<file path="src/rtl/mem_wb_fwd_hist_reg_pkg.sv">
// mem_wb_fwd_hist_reg_pkg: shared constants and helpers for the MEM/WB writeback mux with history.
// Holds the default data width, the select-bit indices of both one-hot selects and
// the functions deriving the select widths from the history depth.
package mem_wb_fwd_hist_reg_pkg;

    localparam int DATA_W_DEF = 8;

    localparam int SEL_T_EXMEM     = 0;
    localparam int SEL_T_LD        = 1;
    localparam int SEL_T_HIST_BASE = 2;

    localparam int SEL_B_SFR       = 0;
    localparam int SEL_B_EXMEM     = 1;
    localparam int SEL_B_LD        = 2;
    localparam int SEL_B_HIST_BASE = 3;

    // Each history entry contributes two select bits (its top and bottom half).
    function automatic int sel_t_w(input int hist_depth);
        return SEL_T_HIST_BASE + 2 * hist_depth;
    endfunction

    function automatic int sel_b_w(input int hist_depth);
        return SEL_B_HIST_BASE + 2 * hist_depth;
    endfunction

endpackage

</file>
<file path="src/rtl/mem_wb_fwd_hist_reg_onehot_mux.sv">
// mem_wb_fwd_hist_reg_onehot_mux: N-input AND-OR mux with a one-hot check on the select.
// Ports: sel (N one-hot select bits), data_in (N packed words, input i at [i*DATA_W +: DATA_W]),
//        data_out (OR of all selected words), is_onehot (exactly one select bit set).
module mem_wb_fwd_hist_reg_onehot_mux #(
    parameter int N      = 2,
    parameter int DATA_W = 8
) (
    input  logic [N-1:0]        sel,
    input  logic [N*DATA_W-1:0] data_in,
    output logic [DATA_W-1:0]   data_out,
    output logic                is_onehot
);

    always_comb begin
        data_out = '0;
        for (int i = 0; i < N; i++)
            data_out = data_out | (data_in[i*DATA_W +: DATA_W] & {DATA_W{sel[i]}});
    end

    assign is_onehot = $onehot(sel);

endmodule

</file>
<file path="src/rtl/mem_wb_fwd_hist_reg.sv">
// mem_wb_fwd_hist_reg: registered MEM/WB writeback mux with an N-deep forwarding history.
// Ports: clock/reset_n (async active-low); in_valid, stall, flush control the stage;
//        sel_top/sel_bot one-hot selects over MEM-stage sources and history halves;
//        mem_wb_top/bot/valid is the MEM/WB register (= history entry 0);
//        hist_top_flat/hist_bot_flat expose all entries; sel_err is a sticky select error
//        cleared by sel_err_clr.
// Build option MEM_WB_SEL_CHK_EN: zero a half written with a non-one-hot select and
// enable sel_err; when undefined the raw OR-merge is written and sel_err is tied low.
module mem_wb_fwd_hist_reg
    import mem_wb_fwd_hist_reg_pkg::*;
#(
    parameter int DATA_W     = DATA_W_DEF,
    parameter int HIST_DEPTH = 2,
    parameter int SEL_T_W    = sel_t_w(HIST_DEPTH),
    parameter int SEL_B_W    = sel_b_w(HIST_DEPTH)
) (
    input  logic                         clock,
    input  logic                         reset_n,
    input  logic                         in_valid,
    input  logic                         stall,
    input  logic                         flush,
    input  logic [SEL_T_W-1:0]           sel_top,
    input  logic [SEL_B_W-1:0]           sel_bot,
    input  logic [DATA_W-1:0]            sfr_data,
    input  logic [DATA_W-1:0]            ex_mem_top,
    input  logic [DATA_W-1:0]            ex_mem_bot,
    input  logic [DATA_W-1:0]            ld_res_top,
    input  logic [DATA_W-1:0]            ld_res_bot,
    output logic [DATA_W-1:0]            mem_wb_top,
    output logic [DATA_W-1:0]            mem_wb_bot,
    output logic                         mem_wb_valid,
    output logic [DATA_W*HIST_DEPTH-1:0] hist_top_flat,
    output logic [DATA_W*HIST_DEPTH-1:0] hist_bot_flat,
    output logic                         sel_err,
    input  logic                         sel_err_clr
);

    logic [HIST_DEPTH-1:0][DATA_W-1:0] hist_top_q, hist_top_d;
    logic [HIST_DEPTH-1:0][DATA_W-1:0] hist_bot_q, hist_bot_d;
    logic                              valid_q, valid_d;
    logic [SEL_T_W-1:0][DATA_W-1:0]    top_src;
    logic [SEL_B_W-1:0][DATA_W-1:0]    bot_src;
    logic [DATA_W-1:0]                 top_mux, bot_mux, top_wr, bot_wr;
    logic                              top_ok, bot_ok, accept;

    // Mux sources read the pre-shift history so a write can forward from t and t-1.
    always_comb begin
        top_src                  = '0;
        bot_src                  = '0;
        top_src[SEL_T_EXMEM]     = ex_mem_top;
        top_src[SEL_T_LD]        = ld_res_top;
        bot_src[SEL_B_SFR]       = sfr_data;
        bot_src[SEL_B_EXMEM]     = ex_mem_bot;
        bot_src[SEL_B_LD]        = ld_res_bot;
        for (int k = 0; k < HIST_DEPTH; k++) begin
            top_src[SEL_T_HIST_BASE + 2*k]     = hist_top_q[k];
            top_src[SEL_T_HIST_BASE + 2*k + 1] = hist_bot_q[k];
            bot_src[SEL_B_HIST_BASE + 2*k]     = hist_top_q[k];
            bot_src[SEL_B_HIST_BASE + 2*k + 1] = hist_bot_q[k];
        end
    end

    mem_wb_fwd_hist_reg_onehot_mux #(.N(SEL_T_W), .DATA_W(DATA_W)) u_mux_top (
        .sel       (sel_top),
        .data_in   (top_src),
        .data_out  (top_mux),
        .is_onehot (top_ok)
    );

    mem_wb_fwd_hist_reg_onehot_mux #(.N(SEL_B_W), .DATA_W(DATA_W)) u_mux_bot (
        .sel       (sel_bot),
        .data_in   (bot_src),
        .data_out  (bot_mux),
        .is_onehot (bot_ok)
    );

    assign accept = in_valid & ~stall & ~flush;

`ifdef MEM_WB_SEL_CHK_EN
    logic sel_err_q, sel_err_d;

    assign top_wr = top_ok ? top_mux : '0;
    assign bot_wr = bot_ok ? bot_mux : '0;

    // A new error outranks a same-cycle clear; a stall without flush freezes the flag.
    always_comb begin
        sel_err_d = (stall & ~flush) ? sel_err_q
                  : (accept & ~(top_ok & bot_ok)) | (sel_err_q & ~sel_err_clr);
    end

    always_ff @(posedge clock or negedge reset_n) begin
        if (!reset_n) sel_err_q <= 1'b0;
        else          sel_err_q <= sel_err_d;
    end

    assign sel_err = sel_err_q;
`else
    logic unused_sel_chk;

    assign top_wr         = top_mux;
    assign bot_wr         = bot_mux;
    assign sel_err        = 1'b0;
    assign unused_sel_chk = ^{top_ok, bot_ok, sel_err_clr};
`endif

    always_comb begin
        hist_top_d = hist_top_q;
        hist_bot_d = hist_bot_q;
        valid_d    = flush ? 1'b0 : stall ? valid_q : in_valid;
        if (accept) begin
            for (int k = 1; k < HIST_DEPTH; k++) begin
                hist_top_d[k] = hist_top_q[k-1];
                hist_bot_d[k] = hist_bot_q[k-1];
            end
            hist_top_d[0] = top_wr;
            hist_bot_d[0] = bot_wr;
        end
    end

    always_ff @(posedge clock or negedge reset_n) begin
        if (!reset_n) begin
            hist_top_q <= '0;
            hist_bot_q <= '0;
            valid_q    <= 1'b0;
        end else begin
            hist_top_q <= hist_top_d;
            hist_bot_q <= hist_bot_d;
            valid_q    <= valid_d;
        end
    end

    assign mem_wb_top    = hist_top_q[0];
    assign mem_wb_bot    = hist_bot_q[0];
    assign mem_wb_valid  = valid_q;
    assign hist_top_flat = hist_top_q;
    assign hist_bot_flat = hist_bot_q;

endmodule

</file>
<file path="config.mk">
export PLATFORM = sky130hd
export DESIGN_NAME = mem_wb_fwd_hist_reg
export DESIGN_NICKNAME = d
export VERILOG_FILES = /design/src/rtl/mem_wb_fwd_hist_reg_pkg.sv /design/src/rtl/mem_wb_fwd_hist_reg_onehot_mux.sv /design/src/rtl/mem_wb_fwd_hist_reg.sv
export SDC_FILE = /design/constraint.sdc
export NUM_CORES = 1
export LEC_CHECK = 0
export ABC_AREA = 1
export BUFFER_PORTS_ARGS = -buffer_cell sky130_fd_sc_hd__buf_4
export CORE_MARGIN = 10
export CORE_UTILIZATION = 45
export DETAILED_ROUTE_END_ITERATION = 16
export PLACE_DENSITY_LB_ADDON = 0.3
export SLEW_MARGIN = 20
export SYNTH_ARGS = -nofsm -noshare
export SYNTH_HDL_FRONTEND = slang
export SYNTH_SLANG_ARGS = --single-unit
export TNS_END_PERCENT = 10
</file>
<file path="constraint.sdc">
create_clock -name clock -period 2 [get_ports clock]
set_input_delay 0.4 -clock clock [delete_from_list [all_inputs] [get_ports clock]]
set_output_delay 0.4 -clock clock [all_outputs]
set_load 0.03 [all_outputs]
</file>
==> impl_metrics.env <==
export IMPL_post_place_ws_ns=0.570
export IMPL_drc_errors=0
export IMPL_worst_setup_path_type="flip-flop to primary output"
export IMPL_antenna_found_initial=0
export IMPL_routed_via_count=2253
export IMPL_cts_made_buffers=5
export IMPL_timing_final_hold_violations=0
export IMPL_synth_area_leaders="dfrtp_1 40%, nand2_1 39%, buf_4 6.2%"
export IMPL_ant_nets=0
export IMPL_hp_class="input pin to asynchronous set/reset pin"
export IMPL_core_rowCount=24
export IMPL_clock_tree_from_tritoncts="built"
export IMPL_grt_use_met2_pct=29.0
export IMPL_clk_transition_reported_paths_ns=0.07
export IMPL_wire_length_of_the_first_global_routing_pass_mm=11.0
export IMPL_die_h_um=87.8
export IMPL_critPathTopFamily="flip-flops"
export IMPL_finalWirelength_mm=7.10
export IMPL_post_synth_instance_area_um2=2070
export IMPL_cts_setup_buffers=0
export IMPL_synth_top_area_cell="dfrtp_1"
export IMPL_startpoint_type="flip-flop"
export IMPL_critPathMaxFanout=5
export IMPL_crit_path_max_incr_delay_ns=0.44
export IMPL_p_total_uw=2920
export IMPL_timing_reg2reg_setup_slack_ns=1.01
export IMPL_drive_above_1_share_pct=29.3
export IMPL_max_clock_path_buffers=2
export IMPL_detail_route_first_pass_iterations=4
export IMPL_unrepaired_setup_endpoints_after_global_routing="no"
export IMPL_synthesis_nets=383
export IMPL_die_width_um=87.8
export IMPL_synth_seq_cells=33
export IMPL_grt_remaining_overflow=0
export IMPL_io_buffers=106
export IMPL_synth_edff_count=0
export IMPL_global_route_peak_usage_layer="met2"
export IMPL_ys_warn_count=0
export IMPL_dp_hpwl_mm=5.64
export IMPL_run_status="completed"
export IMPL_fin_skew_ns=0.00897
export IMPL_max_vdd_ir_drop_uv=647
export IMPL_fmaxAchievable_mhz=753
export IMPL_worst_ep_required_time_ns=1.60
export IMPL_1st_iter_drt_viols=173
export IMPL_worst_path_buf_inv=1
export IMPL_groute_usage_overall_pct=18.2
export IMPL_maxSlewViolCount=0
export IMPL_globalplace_congestion=0.921
export IMPL_critical_path_endpoint_type="primary output"
export IMPL_clock_tree_htree_level_count=2
export IMPL_top_level_ports=109
export IMPL_areaGrowthSynthToFinish_pct=35.5
export IMPL_post_route_period_util_pct=66.4
export IMPL_arrival_ns=0.93
export IMPL_power_per_unit_of_standard_cell_area_nw_per_um2=1040
export IMPL_worst_r2r_startpoint="mem_wb_bot[6]"
export IMPL_design_final_nets=465
export IMPL_hold_buffers=0
export IMPL_synth_async_sr_flop_share_pct=100
export IMPL_first_global_vias=2235
export IMPL_core_area_um2=4410
export IMPL_drt_wirelength_per_cell_um=15.5
export IMPL_share_of_the_yosys_chip_area_belonging_to_registers_pct=40.0
export IMPL_post_route_min_period_ns=1.33
export IMPL_use_met1_pct=22.0
export IMPL_reg2reg_depth=4
export IMPL_timing_rr_end="mem_wb_top[6]"
export IMPL_synthFlopType="dfrtp_1"
export IMPL_fin_util_pct=63.4
export IMPL_antennaDiodeCount=0
export IMPL_starting_density_of_the_core_pct=46.8
export IMPL_cap_viol_max_count=0
export IMPL_holdWs_ns=0.0498
export IMPL_post_cts_gate_resize_count=0
export IMPL_fin_ws_ns=0.672
export IMPL_floorplan_die_area_um2=7700
export IMPL_netlist_cell_type_count=18
export IMPL_grt_max_degree=34
export IMPL_finalSetupViolations=0
export IMPL_syn_inst=324
export IMPL_yosys_top_cell_area_share_pct=40.0
export IMPL_crit_path_cell_trace="buf_4"
export IMPL_worstSetupPathDepth=1
export IMPL_tns_setup_ns=0
export IMPL_post_synth_cell_area_avg_um2=6.38
export IMPL_groute_layer_met3_usage_pct=7.43
export IMPL_insertion_delay_ns=0.29
export IMPL_cts_sinks=33
export IMPL_cts_root_buffer_cell="clkbuf_8"
export IMPL_critical_path_slowest_cell="dfrtp_1"
export IMPL_cellLeakagePower_uw=0.00169
export IMPL_via_per_inst=4.92
-- kinds of logic after synthesis --
logic type             after synthesis  synth area share [%]
AND/OR/NAND/NOR                    238                  44.9
buffers and inverters               44                  13.0
flip-flops                          33                  40.0
AO/OA/AOI/OAI                        8                  1.94
other                                1                 0.181
-- final cells by class --
| class | instances | area (um^2) |
|---|---|---|
| clock buffers | 7 | 86.3 |
| inverters | 12 | 47.5 |
| repair buffers | 107 | 803 |
| multi-input cells | 247 | 972 |
| flip-flops and latches | 33 | 826 |
| fillers | 427 | 1610 |
| well taps | 52 | 65.1 |
-- metal layers --
metal  up-vias  part of all wire [%]
met1      1024                    40
met5         -                     0
met4         0                   1.1
met3         8                    13
met2       109                    46
li1       1112                     -
-- registers in the layout, indices dropped and copies added (netlist names) --
signal	flops
mem_wb_valid	1
hist_bot_flat	8
hist_top_flat	8
mem_wb_top	8
mem_wb_bot	8
-- cells in the final DEF, fill, tap and decap left out --
cell	instances
dfrtp_1	33
clkbuf_8	6
nor2_8	1
conb_1	1
inv_1	10
buf_4	107
clkbuf_1	1
o21ai_0	2
nand3_1	9
inv_2	1
nand2_1	217
nand2_2	3
nor2_1	8
o21ai_1	6
inv_4	1
-- synthesized netlist by cell type (2+ instances only) --
library cell and number:
buf_2 3, buf_4 17, buf_6 4, clkbuf_1 4
clkbuf_2 3, dfrtp_1 33, inv_1 10, nand2_1 217
nand2_2 3, nand3_1 9, nor2_1 8, o21ai_0 2
o21ai_1 6
-- power breakdown --
part / total, uW / internal [uW] / switching [uW] / leakage, uW
clock network: 516 / 273 / 243 / 0.0000443
registers: 1040 / 827 / 211 / 0.000392
logic: 1370 / 510 / 857 / 0.00125
total: 2920 / 1610 / 1310 / 0.00169
-- how the worst max path moves through the flow --
stage | from | end
floorplan | mem_wb_bot[7] | mem_wb_bot[7]
CTS | mem_wb_bot[0] | mem_wb_bot[0]
finish | mem_wb_bot[0] | mem_wb_bot[0]
global placement | flush | mem_wb_bot[4]
detailed placement | flush | mem_wb_bot[2]
global route | mem_wb_top[0] | mem_wb_top[0]
-- per-stage QoR --
step | cells | area, um^2
2_1_floorplan | 324 | 2070
3_3_place_gp | 451 | 2710
3_5_place_dp | 451 | 2710
4_1_cts | 458 | 2800
5_1_grt | 458 | 2800
6_report | 458 | 2800
Note: power is estimated with default switching activity, not from simulation.
